[src/rtl/alu_exec_if.sv]
// alu_exec_if: issue-side and writeback-side handshake bundle of one ALU execute lane
interface alu_exec_if #(
    parameter int WIDTH = 32,
    parameter int TAG_W = 6,
    parameter int OP_W  = 4
);
    logic             in_valid;
    logic             in_ready;
    logic [OP_W-1:0]  in_op;
    logic [WIDTH-1:0] in_rs1;
    logic [WIDTH-1:0] in_rs2;
    logic [WIDTH-1:0] in_imm;
    logic             in_use_imm;
    logic [TAG_W-1:0] in_tag;
    logic             out_valid;
    logic             out_ready;
    logic [WIDTH-1:0] out_result;
    logic             out_br_taken;
    logic             out_is_br;
    logic [TAG_W-1:0] out_tag;
    modport master (
        output in_valid, in_op, in_rs1, in_rs2, in_imm, in_use_imm, in_tag, out_ready,
        input  in_ready, out_valid, out_result, out_br_taken, out_is_br, out_tag
    );
    modport slave (
        input  in_valid, in_op, in_rs1, in_rs2, in_imm, in_use_imm, in_tag, out_ready,
        output in_ready, out_valid, out_result, out_br_taken, out_is_br, out_tag
    );
endinterface

[src/rtl/alu_exec_stage.sv]
// alu_exec_stage: ALU execute lane with Kogge-Stone adder and a 2-entry skid buffer to writeback
module alu_ks_adder (
    input  logic [31:0] i_a,
    input  logic [31:0] i_b,
    input  logic        i_cin,
    output logic [31:0] o_sum
);
    logic [31:0] w_g [0:5];
    logic [31:0] w_p [0:5];
    assign w_p[0] = i_a ^ i_b;
    assign w_g[0] = (i_a & i_b) | {31'b0, w_p[0][0] & i_cin};
    genvar l, i;
    for (l = 0; l < 5; l++) begin : g_lvl
        for (i = 0; i < 32; i++) begin : g_bit
            if (i >= (1 << l)) begin : g_op
                assign w_g[l+1][i] = w_g[l][i] | (w_p[l][i] & w_g[l][i-(1<<l)]);
                assign w_p[l+1][i] = w_p[l][i] & w_p[l][i-(1<<l)];
            end else begin : g_cp
                assign w_g[l+1][i] = w_g[l][i];
                assign w_p[l+1][i] = w_p[l][i];
            end
        end
    end
    assign o_sum = w_p[0] ^ {w_g[5][30:0], i_cin};
endmodule

module alu_exec_stage #(
    parameter int WIDTH = 32,
    parameter int TAG_W = 6,
    parameter int OP_W  = 4
) (
    input logic       i_clk,
    input logic       i_rst_n,
    input logic       i_flush,
    alu_exec_if.slave bus
);
    localparam logic [OP_W-1:0] OP_ADD = 0, OP_SUB = 1, OP_SLT = 2, OP_SLTU = 3, OP_BEQ = 4,
        OP_BNE = 5, OP_BLT = 6, OP_BGE = 7, OP_BLTU = 8, OP_BGEU = 9, OP_PASSB = 10;
    typedef struct packed {
        logic [WIDTH-1:0] res;
        logic             br;
        logic             is_br;
        logic [TAG_W-1:0] tag;
    } entry_t;
    typedef enum logic [1:0] {S_EMPTY, S_ONE, S_FULL} state_t;
    state_t           r_state, w_state;
    entry_t           r_e0, r_e1, w_new;
    logic [OP_W-1:0]  w_op;
    logic [WIDTH-1:0] w_a, w_b, w_sum;
    logic             w_sub, w_eq, w_slt, w_sltu, w_push, w_pop;
    assign w_op   = bus.in_op;
    assign w_a    = bus.in_rs1;
    assign w_b    = (bus.in_use_imm && (w_op == OP_ADD || w_op == OP_SLT || w_op == OP_SLTU
                    || w_op == OP_PASSB)) ? bus.in_imm : bus.in_rs2;
    assign w_sub  = !(w_op == OP_ADD || w_op == OP_PASSB);
    alu_ks_adder u_add (
        .i_a   (w_a),
        .i_b   (w_sub ? ~w_b : w_b),
        .i_cin (w_sub),
        .o_sum (w_sum)
    );
    assign w_eq   = (w_sum == '0);
    assign w_slt  = (w_a[WIDTH-1] ^ w_b[WIDTH-1]) ? w_a[WIDTH-1] : w_sum[WIDTH-1];
    assign w_sltu = (w_a[WIDTH-1] ^ w_b[WIDTH-1]) ? w_b[WIDTH-1] : w_sum[WIDTH-1];
    always_comb begin
        w_new       = '0;
        w_new.tag   = bus.in_tag;
        w_new.is_br = (w_op >= OP_BEQ) && (w_op <= OP_BGEU);
        w_new.res   = (w_op == OP_ADD || w_op == OP_SUB) ? w_sum :
                      w_op == OP_SLT   ? {{(WIDTH-1){1'b0}}, w_slt} :
                      w_op == OP_SLTU  ? {{(WIDTH-1){1'b0}}, w_sltu} :
                      w_op == OP_PASSB ? w_b : '0;
        w_new.br    = w_op == OP_BEQ  ? w_eq :
                      w_op == OP_BNE  ? !w_eq :
                      w_op == OP_BLT  ? w_slt :
                      w_op == OP_BGE  ? !w_slt :
                      w_op == OP_BLTU ? w_sltu :
                      w_op == OP_BGEU ? !w_sltu : 1'b0;
    end
    assign bus.in_ready     = (r_state != S_FULL);
    assign bus.out_valid    = (r_state != S_EMPTY);
    assign bus.out_result   = r_e0.res;
    assign bus.out_br_taken = r_e0.br;
    assign bus.out_is_br    = r_e0.is_br;
    assign bus.out_tag      = r_e0.tag;
    assign w_push = bus.in_valid && bus.in_ready;
    assign w_pop  = bus.out_valid && bus.out_ready;
    always_comb begin
        w_state = r_state;
        w_state = i_flush ? S_EMPTY :
                  r_state == S_EMPTY ? (w_push ? S_ONE : S_EMPTY) :
                  r_state == S_ONE ? ((w_push && !w_pop) ? S_FULL :
                                      (!w_push && w_pop) ? S_EMPTY : S_ONE) :
                  (w_pop ? S_ONE : S_FULL);
    end
    always_ff @(posedge i_clk or negedge i_rst_n) begin
        if (!i_rst_n) r_state <= S_EMPTY;
        else          r_state <= w_state;
    end
    always_ff @(posedge i_clk or negedge i_rst_n) begin
        if (!i_rst_n) begin
            r_e0 <= '0;
            r_e1 <= '0;
        end else if (!i_flush) begin
            if (w_pop && r_state == S_FULL) r_e0 <= r_e1;
            else if (w_push && (r_state == S_EMPTY || w_pop)) r_e0 <= w_new;
            if (w_push && r_state == S_ONE && !w_pop) r_e1 <= w_new;
        end
    end
endmodule
[src/flat_wrapper.sv]
// flat-port wrapper written by rule: the top's interface ports become plain ports
module alu_exec_stage_flat 
#(
    parameter int WIDTH = 32,
    parameter int TAG_W = 6,
    parameter int OP_W  = 4
)
  (i_clk, i_rst_n, i_flush, bus_in_valid, bus_in_op, bus_in_rs1, bus_in_rs2, bus_in_imm, bus_in_use_imm, bus_in_tag, bus_out_ready, bus_in_ready, bus_out_valid, bus_out_result, bus_out_br_taken, bus_out_is_br, bus_out_tag);
  alu_exec_if #(.WIDTH(WIDTH), .TAG_W(TAG_W), .OP_W(OP_W)) bus_i ();
  input logic i_clk;
  input logic i_rst_n;
  input logic i_flush;
  input wire logic [$bits(bus_i.in_valid)-1:0] bus_in_valid;
  input wire logic [$bits(bus_i.in_op)-1:0] bus_in_op;
  input wire logic [$bits(bus_i.in_rs1)-1:0] bus_in_rs1;
  input wire logic [$bits(bus_i.in_rs2)-1:0] bus_in_rs2;
  input wire logic [$bits(bus_i.in_imm)-1:0] bus_in_imm;
  input wire logic [$bits(bus_i.in_use_imm)-1:0] bus_in_use_imm;
  input wire logic [$bits(bus_i.in_tag)-1:0] bus_in_tag;
  input wire logic [$bits(bus_i.out_ready)-1:0] bus_out_ready;
  output wire logic [$bits(bus_i.in_ready)-1:0] bus_in_ready;
  output wire logic [$bits(bus_i.out_valid)-1:0] bus_out_valid;
  output wire logic [$bits(bus_i.out_result)-1:0] bus_out_result;
  output wire logic [$bits(bus_i.out_br_taken)-1:0] bus_out_br_taken;
  output wire logic [$bits(bus_i.out_is_br)-1:0] bus_out_is_br;
  output wire logic [$bits(bus_i.out_tag)-1:0] bus_out_tag;
  assign bus_i.in_valid = bus_in_valid;
  assign bus_i.in_op = bus_in_op;
  assign bus_i.in_rs1 = bus_in_rs1;
  assign bus_i.in_rs2 = bus_in_rs2;
  assign bus_i.in_imm = bus_in_imm;
  assign bus_i.in_use_imm = bus_in_use_imm;
  assign bus_i.in_tag = bus_in_tag;
  assign bus_i.out_ready = bus_out_ready;
  assign bus_in_ready = bus_i.in_ready;
  assign bus_out_valid = bus_i.out_valid;
  assign bus_out_result = bus_i.out_result;
  assign bus_out_br_taken = bus_i.out_br_taken;
  assign bus_out_is_br = bus_i.out_is_br;
  assign bus_out_tag = bus_i.out_tag;
  alu_exec_stage #(.WIDTH(WIDTH), .TAG_W(TAG_W), .OP_W(OP_W)) u_core (.i_clk(i_clk), .i_rst_n(i_rst_n), .i_flush(i_flush), .bus(bus_i));
endmodule
[config.mk]
export PLATFORM = sky130hd
export DESIGN_NAME = alu_exec_stage_flat
export DESIGN_NICKNAME = d
export VERILOG_FILES = /design/src/rtl/alu_exec_if.sv /design/src/rtl/alu_exec_stage.sv /design/src/flat_wrapper.sv
export SDC_FILE = /design/constraint.sdc
export NUM_CORES = 1
export LEC_CHECK = 0
export CAP_MARGIN = 25
export CELL_PAD_IN_SITES_DETAIL_PLACEMENT = 0
export CELL_PAD_IN_SITES_GLOBAL_PLACEMENT = 1
export CORE_ASPECT_RATIO = 1.75
export CORE_MARGIN = 5
export CORE_UTILIZATION = 49
export CTS_BUF_LIST = sky130_fd_sc_hd__clkbuf_8
export CTS_CLUSTER_DIAMETER = 60
export DETAILED_ROUTE_END_ITERATION = 10
export DONT_BUFFER_PORTS = 1
export PLACE_DENSITY = 0.83
export SYNTH_ARGS = -nofsm -noshare
export SYNTH_HDL_FRONTEND = slang
export SYNTH_SLANG_ARGS = --single-unit
[constraint.sdc]
create_clock -name i_clk -period 2 [get_ports i_clk]
set_input_delay 0.3 -clock i_clk [delete_from_list [all_inputs] [get_ports i_clk]]
set_output_delay 0.3 -clock i_clk [all_outputs]
set_load 0.02 [all_outputs]
==> Yosys cells after proc, flatten, opt, wreduce, memory -nomap -nowiden <==
Cells that the tools add are included.
{ "totals": {"elab_cells": 426, "register_bits": 82, "inputBits": 112, "output_inout_bits": 42} }
{ "op_classes": {"reduce_logical": 29, "magnitude_cmp": 2, "n_bitwise": 350, "mux": 23, "n_eq_ne": 13} }
{ "ops": {"columns": ["op", "count"], "rows": [
  ["bitwise AND 1 bit", 219],
  ["two-way mux 32 bit", 6],
  ["OR 1 bit", 124],
  ["two-way mux 40 bit", 2],
  ["bitwise XOR 32 bit", 2],
  ["logical NOT 32 bit", 1],
  ["inverter 32 bit", 1],
  ["bitwise AND 31 bit", 1],
  ["OR 31 x 1 -> 31 bit", 1],
  ["== test 4 x 3 -> 1 bit, second input constant", 4],
  ["== test 4 bit, second input constant", 3],
  ["logical AND 1 bit", 10],
  ["two-way mux 1 bit", 10],
  ["two-way mux 2 bit", 5],
  ["== test 4 x 2 -> 1 bit, second input constant", 2],
  ["logical NOT 1 bit", 6],
  ["logical OR 1 bit", 6],
  ["== test 4 x 1 -> 1 bit, second input constant", 1],
  ["greater-or-equal comparator 4 x 3 -> 1 bit, second input constant", 1],
  ["<= comparator 4 bit, second input constant", 1],
  ["logical NOT 4 bit", 1],
  ["AND reduction 2 bit", 2],
  ["nonzero test 2 bit", 2],
  ["== test 2 x 1 -> 1 bit, second input constant", 1],
  ["5 further kinds", 5]
]} }

==> Longest topological paths before layout <==
{ "depth": {"word_depth": 31, "mapped_depth": 19} }

==> Hierarchy <==
Synthesis repeated with hierarchy kept, for this count alone.
{ "unflattened": {"hier_cells": 772, "hier_area_um2": 6727.7} }
{ "modules_own_cells": {"columns": ["mod", "cells_per_inst", "area_per_inst_um2", "n_inst"], "rows": [
  ["alu_exec_stage", 501, 4788.3, 1],
  ["alu_ks_adder", 271, 1939.4, 1]
]} }

==> Worst setup path after synthesis <==
Ideal clock, no wire load.
{ "synth_path": {"path_type": "in2reg", "startpoint": "input port bus_in_op[3]", "endpoint": "register u_core.r_e0, in the netlist u_core.bus.out_result[0]", "cell_stages": 19, "setup_slack_ns": -2.955, "t_arrival_ns": 4.837, "required_time_ns": 1.882, "path_cell_list": "clkbuf_1 > a21boi_0 > o21ai_1 > clkbuf_1 > mux2i_1 > xnor2_1 > ha_1 > clkbuf_1 > nand4_1 > nor4_1 > inv_1 > o41ai_1 > o22ai_2 > xnor2_1 > maj3_1 > mux2_2 > a31oi_1 > a211oi_1 > a21o_1"} }
{ "synth_between": {"elab_chain_len": 26, "elab_cells_between_ends": 115} }
{ "synth_lines": {"columns": ["item", "line_no", "rtl"], "rows": [
  ["from (decl)", "flat_wrapper.sv:14", "input wire logic [$bits(bus_i.in_op)-1:0] bus_in_op;"],
  ["== test 4 x 2 -> 1 bit / logical NOT 4 bit (equally long branches)", null, null],
  ["logical OR 1 bit (2 in series)", "alu_exec_stage.sv:53", "assign w_b = (bus.in_use_imm && (w_op == OP_ADD || w_op == OP_SLT || w_op == OP_SLTU"],
  ["logical OR 1 bit", "alu_exec_stage.sv:54", "|| w_op == OP_PASSB)) ? bus.in_imm : bus.in_rs2;"],
  ["logical AND 1 bit", "alu_exec_stage.sv:53", null],
  ["two-way mux 32 bit", "alu_exec_stage.sv:54", null],
  ["inverter 32 bit", "alu_exec_stage.sv:58", ".i_b (w_sub ? ~w_b : w_b),"],
  ["two-way mux 32 bit", "alu_exec_stage.sv:58", null],
  ["bitwise AND 31 bit / bitwise XOR 32 bit (equally long branches)", "alu_exec_stage.sv:11, alu_exec_stage.sv:10", null],
  ["[... 9 more ...]", null, null],
  ["OR 1 bit", "alu_exec_stage.sv:16", "assign w_g[l+1][i] = w_g[l][i] | (w_p[l][i] & w_g[l][i-(1<<l)]);"],
  ["bitwise XOR 32 bit", "alu_exec_stage.sv:24", "assign o_sum = w_p[0] ^ {w_g[5][30:0], i_cin};"],
  ["two-way mux 1 bit", "alu_exec_stage.sv:64", "assign w_sltu = (w_a[WIDTH-1] ^ w_b[WIDTH-1]) ? w_b[WIDTH-1] : w_sum[WIDTH-1];"],
  ["two-way mux 32 bit", "alu_exec_stage.sv:71", "w_op == OP_SLTU ? {{(WIDTH-1){1'b0}}, w_sltu} :"],
  ["two-way mux 32 bit", "alu_exec_stage.sv:70", "w_op == OP_SLT ? {{(WIDTH-1){1'b0}}, w_slt} :"],
  ["two-way mux 32 bit *", "alu_exec_stage.sv:69", "w_new.res = (w_op == OP_ADD || w_op == OP_SUB) ? w_sum :"],
  ["two-way mux 40 bit *", "alu_exec_stage.sv:106", "else if (w_push && (r_state == S_EMPTY || w_pop)) r_e0 <= w_new;"],
  ["two-way mux 40 bit *", "alu_exec_stage.sv:105", "if (w_pop && r_state == S_FULL) r_e0 <= r_e1;"],
  ["to (signal assigned)", "alu_exec_stage.sv:105", null],
  ["to (signal assigned)", "alu_exec_stage.sv:106", null],
  ["to (decl)", "alu_exec_stage.sv:47", "entry_t r_e0, r_e1, w_new;"]
]} }
Every way passes the cells marked *; elsewhere a longest branch is shown, timed or not. The select of a mux whose other input is x is not followed.
A chain may end at the register's enable or synchronous reset.

==> Worst setup path after layout <==
{ "layout_path": {"startpoint": "input port bus_in_op[1]", "endpoint": "register u_core.r_e1[7] (netlist name)"} }
{ "layout_between": {"elab_chain_len": 28, "elab_cells_between_ends": 379} }
{ "layout_lines": {"columns": ["item", "line_no", "rtl"], "rows": [
  ["== test 4 x 2 -> 1 bit / logical NOT 4 bit (equally long branches)", "alu_exec_stage.sv:53, alu_exec_stage.sv:55", null],
  ["logical OR 1 bit (2 in series)", "alu_exec_stage.sv:53", null],
  ["logical OR 1 bit", "alu_exec_stage.sv:54", null],
  ["logical AND 1 bit", "alu_exec_stage.sv:53", null],
  ["two-way mux 32 bit", "alu_exec_stage.sv:54", null],
  ["inverter 32 bit", "alu_exec_stage.sv:58", null],
  ["two-way mux 32 bit", "alu_exec_stage.sv:58", null],
  ["bitwise AND 31 bit / bitwise XOR 32 bit (equally long branches)", "alu_exec_stage.sv:11, alu_exec_stage.sv:10", null],
  ["[... 11 more ...]", null, null],
  ["two-way mux 1 bit", "alu_exec_stage.sv:64", null],
  ["logical NOT 1 bit", "alu_exec_stage.sv:78", "w_op == OP_BGEU ? !w_sltu : 1'b0;"],
  ["two-way mux 1 bit", "alu_exec_stage.sv:78", null],
  ["two-way mux 1 bit", "alu_exec_stage.sv:77", "w_op == OP_BLTU ? w_sltu :"],
  ["two-way mux 1 bit", "alu_exec_stage.sv:76", "w_op == OP_BGE ? !w_slt :"],
  ["two-way mux 1 bit", "alu_exec_stage.sv:75", "w_op == OP_BLT ? w_slt :"],
  ["two-way mux 1 bit", "alu_exec_stage.sv:74", "w_op == OP_BNE ? !w_eq :"],
  ["two-way mux 1 bit *", "alu_exec_stage.sv:73", "w_new.br = w_op == OP_BEQ ? w_eq :"],
  ["to (signal assigned)", "alu_exec_stage.sv:107", "if (w_push && r_state == S_ONE && !w_pop) r_e1 <= w_new;"],
  ["to (decl)", "alu_exec_stage.sv:47", null]
]} }
Every way passes the cells marked *; elsewhere a longest branch is shown, timed or not.

==> metrics <==
status=complete, but fails checks; failing checks=hold timing, setup timing; critical path class=in -> reg; Max-Slew Margin vs Limit=66.1%; die height=165 µm; Crit Path Max Fanout=10; largest cells by area after synthesis=dfrtp_1, o21ai_0, nand2_1; ant diodes=0; CP cell instances=nor2b_4 -> or4_4 -> buf_12 -> xnor2_2 -> ha_1 -> nor2b_4 -> o31a_1 -> o31a_1 -> a21o_4 -> a21oi_4 -> xnor2_2 -> or4_4 -> nor4_4 -> nand4_1 -> a211oi_2 -> o31ai_1; GRT Overall Usage=29.0%; global-route wire length before repair=37.3 mm; period utilisation layout=201%; CTS clk-pin slew, worst paths=80 ps; Reg power frac=28.4%; Final nets=1230; Root Buffer=clkbuf_8; core area=13400 µm²; critical path's largest stage delay=530 ps; Seq/Total Area, Yosys=30.7%; Place WS=-2750 ps; Slew @ Worst Pin=505 ps; synthesized cell area=6690 µm²; #FFs+latches synth=82; Metal-1 WL=8.98 mm; syn_area_per_cell=7.96 µm²; design internal power=4870 µW; top sig layer=met4; flop-to-flop setup slack=250 ps; Rows=56; Num Clock Sinks=82; CTS HTree Levels=3; final setup skew=7.87 ps; Post-synth EDFFs=0; setup violators final=65; most common cell in the netlist=nand2_1; switching part of the total=38.6%; Chip Width=98.3 µm; Gate Count Post-Synth=840; Top FF cell, synth=dfrtp_1; Crit. End Element=flip-flop; TritonCTS clock tree=yes; Worst-Skew Late Latency=340 ps; fillcell total=862; P_sw=3060 µW; Ys Warns=0; met2 routed WL=13.3 mm; Leakage=0.00494 µW; final worst slack=-2030 ps; FMAX=248 MHz; Finished Core Util=80.3%; post-synth top area share=30.7%; share of layout cells above drive strength 1=45.2%; worst min path class=in -> async; Initial Util=50.0%; Antenna Nets Post-Route=0; area delta synth->final=60.7%; GRT overflow=0; fin crit period=4030 ps; power share of the clock group=14.1%; post-DP HPWL=18.7 mm; Commonest cells post-synth=nand2_1, o21ai_0, dfrtp_1; drt drc=0; gpl congestion=0.960; initial antenna violation count=0; Yosys top cell by area=dfrtp_1; CP max stage cell=or4_4; Post-synth ARST share=100%; pwr dens=738 nW/µm²; depth of the most critical reg-to-reg path=5; WP data arrival=4240 ps; hold_buf cts=1; unrepaired setup endpoints after global routing=true; reg2reg start=u_core.r_state[1]; top-level I/O count=154; 1st-iter DRT viols=327; count of different cell masters after synthesis=67; DRT Pass-1 Iters=5; wire per inst=20.1 µm; Comb pwr share=57.5%; Worst setup SP type=input port; Routed WL=25.3 mm; Die ar.=16200 µm²; total number of vias=7492; met3 WL=1.49 mm; largest net degree at the start of global routing=83; Max VDD drop=0.000343 V; required time of the critical path=2210 ps; Final Hold Fails=82; vias in the first global route=7516; Longest Clk Path Bufs=2; total nets after synthesis=986; max-slew violations=0; Vias/cell=5.93; Hold WS=-361 ps; Max Cap Viol=0; I/O Buffers=0; worst r2r dst=u_core.r_e1[7]; CTS buffer count=9
[through the flow]
| step | setup TNS [ps] | area, µm² | std cells | hold WS (ps) | total power [µW] |
|---|---|---|---|---|---|
| CTS | -76290 | 9940 | 1241 | -379 | 7290 |
| floorplan | -84980 | 6880 | 840 | 4.41 | 3910 |
| global route | -88630 | 10800 | 1263 | -387 | 8350 |
| detailed placement | -118860 | 8580 | 1188 | 6.32 | 5500 |
| global placement | -114840 | 8580 | 1188 | 6.27 | 5420 |
| finish | -81740 | 10800 | 1263 | -361 | 7930 |
[routing by layer]
metal	global-route usage [%]	up-vias
met3	4.95	118
met2	54.8	304
li1	-	3489
met5	0	-
met4	14.3	0
met1	30.6	3581
[worst max-delay path by stage]
stage / startpoint / end / cells after the start
floorplan: bus_in_op[1] / u_core.bus.out_br_taken / 19
global placement: bus_in_op[1] / u_core.bus.out_br_taken / 20
detailed placement: bus_in_op[1] / u_core.r_e1[7] / 20
CTS: bus_in_op[1] / u_core.r_e1[7] / 16
global route: bus_in_op[1] / u_core.r_e1[7] / 21
finish: bus_in_op[1] / u_core.r_e1[7] / 16
[state kept, by name, summed over array words and instances (netlist names)]
signal and flops:
u_core.bus.out_result 32, u_core.bus.out_br_taken 1, u_core.r_state 2, u_core.bus.out_is_br 1, u_core.bus.out_tag 6, u_core.r_e1 40
[cell type report]
class / count / area, µm² / area share, %
clock buffers: 9 / 124 / 1.15
clock inverters: 7 / 62.6 / 0.582
inverters: 16 / 60.1 / 0.559
multi-input cells: 691 / 5750 / 53.4
flip-flops and latches: 82 / 2050 / 19.1
well taps: 174 / 218 / 2.03
repair buffers: 284 / 2490 / 23.1
[power groups by stage]
stage | logic, µW | clock network (µW) | registers [µW]
floorplan | 1690 | 0 | 2220
global placement | 3150 | 0 | 2270
detailed placement | 3220 | 0 | 2280
CTS | 3880 | 1160 | 2250
global route | 4830 | 1240 | 2290
finish | 4560 | 1120 | 2250
[worst max-delay path, delay by kind of cell]
kind	cells	cell delay (ps)
fa+ha+maj	1	310
simple gates	6	1680
compound gates	6	1540
buf+inv	1	180
xor+xnor	2	220
[kinds of logic (layout without fill, tap and decap cells)]
logic type,after synthesis,count (layout),synth area share [%]
buffers and inverters,67,316,3.89
adder cells (fa/ha/maj),37,37,6.92
multiplexers,49,49,7.48
flip-flops,82,82,30.7
AND/OR/NAND/NOR,277,277,19.1
AO/OA/AOI/OAI,270,270,24.2
XOR/XNOR,58,58,7.80
[cell usage in the layout, fill, tap and decap left out, types with 5 or more instances in the layout]
cell type,instances
nor3_1,9
a21oi_2,20
o22a_1,9
buf_6,45
a21o_1,8
xnor2_2,18
mux2i_2,8
o21a_1,5
clkbuf_8,9
nand4_1,12
xnor2_4,6
ha_1,29
dfrtp_1,82
xor2_2,5
a21oi_1,24
a21oi_4,18
nor2_2,5
nand3_1,8
o21ai_1,73
a211oi_2,5
buf_12,9
o21ai_2,17
nand2_2,6
a211oi_1,5
mux2_2,8
mux2i_4,13
xnor2_1,26
nand2_1,129
o21ai_0,31
buf_4,225
nor2b_1,7
nor2_1,48
o21ai_4,6
mux2i_1,20
inv_1,17
[repair_timing]
action | 4_1_cts | 5_1_grt
setup buffers | 39 | 29
gates resized for setup | 213 | 145
hold endpoints to repair | 83 | 82
endpoints found under the setup margin | 66 | 65
pin swaps | 57 | 67
gates cloned | 3 | 0
No activity file was read; power rests on OpenSTA's default activity.
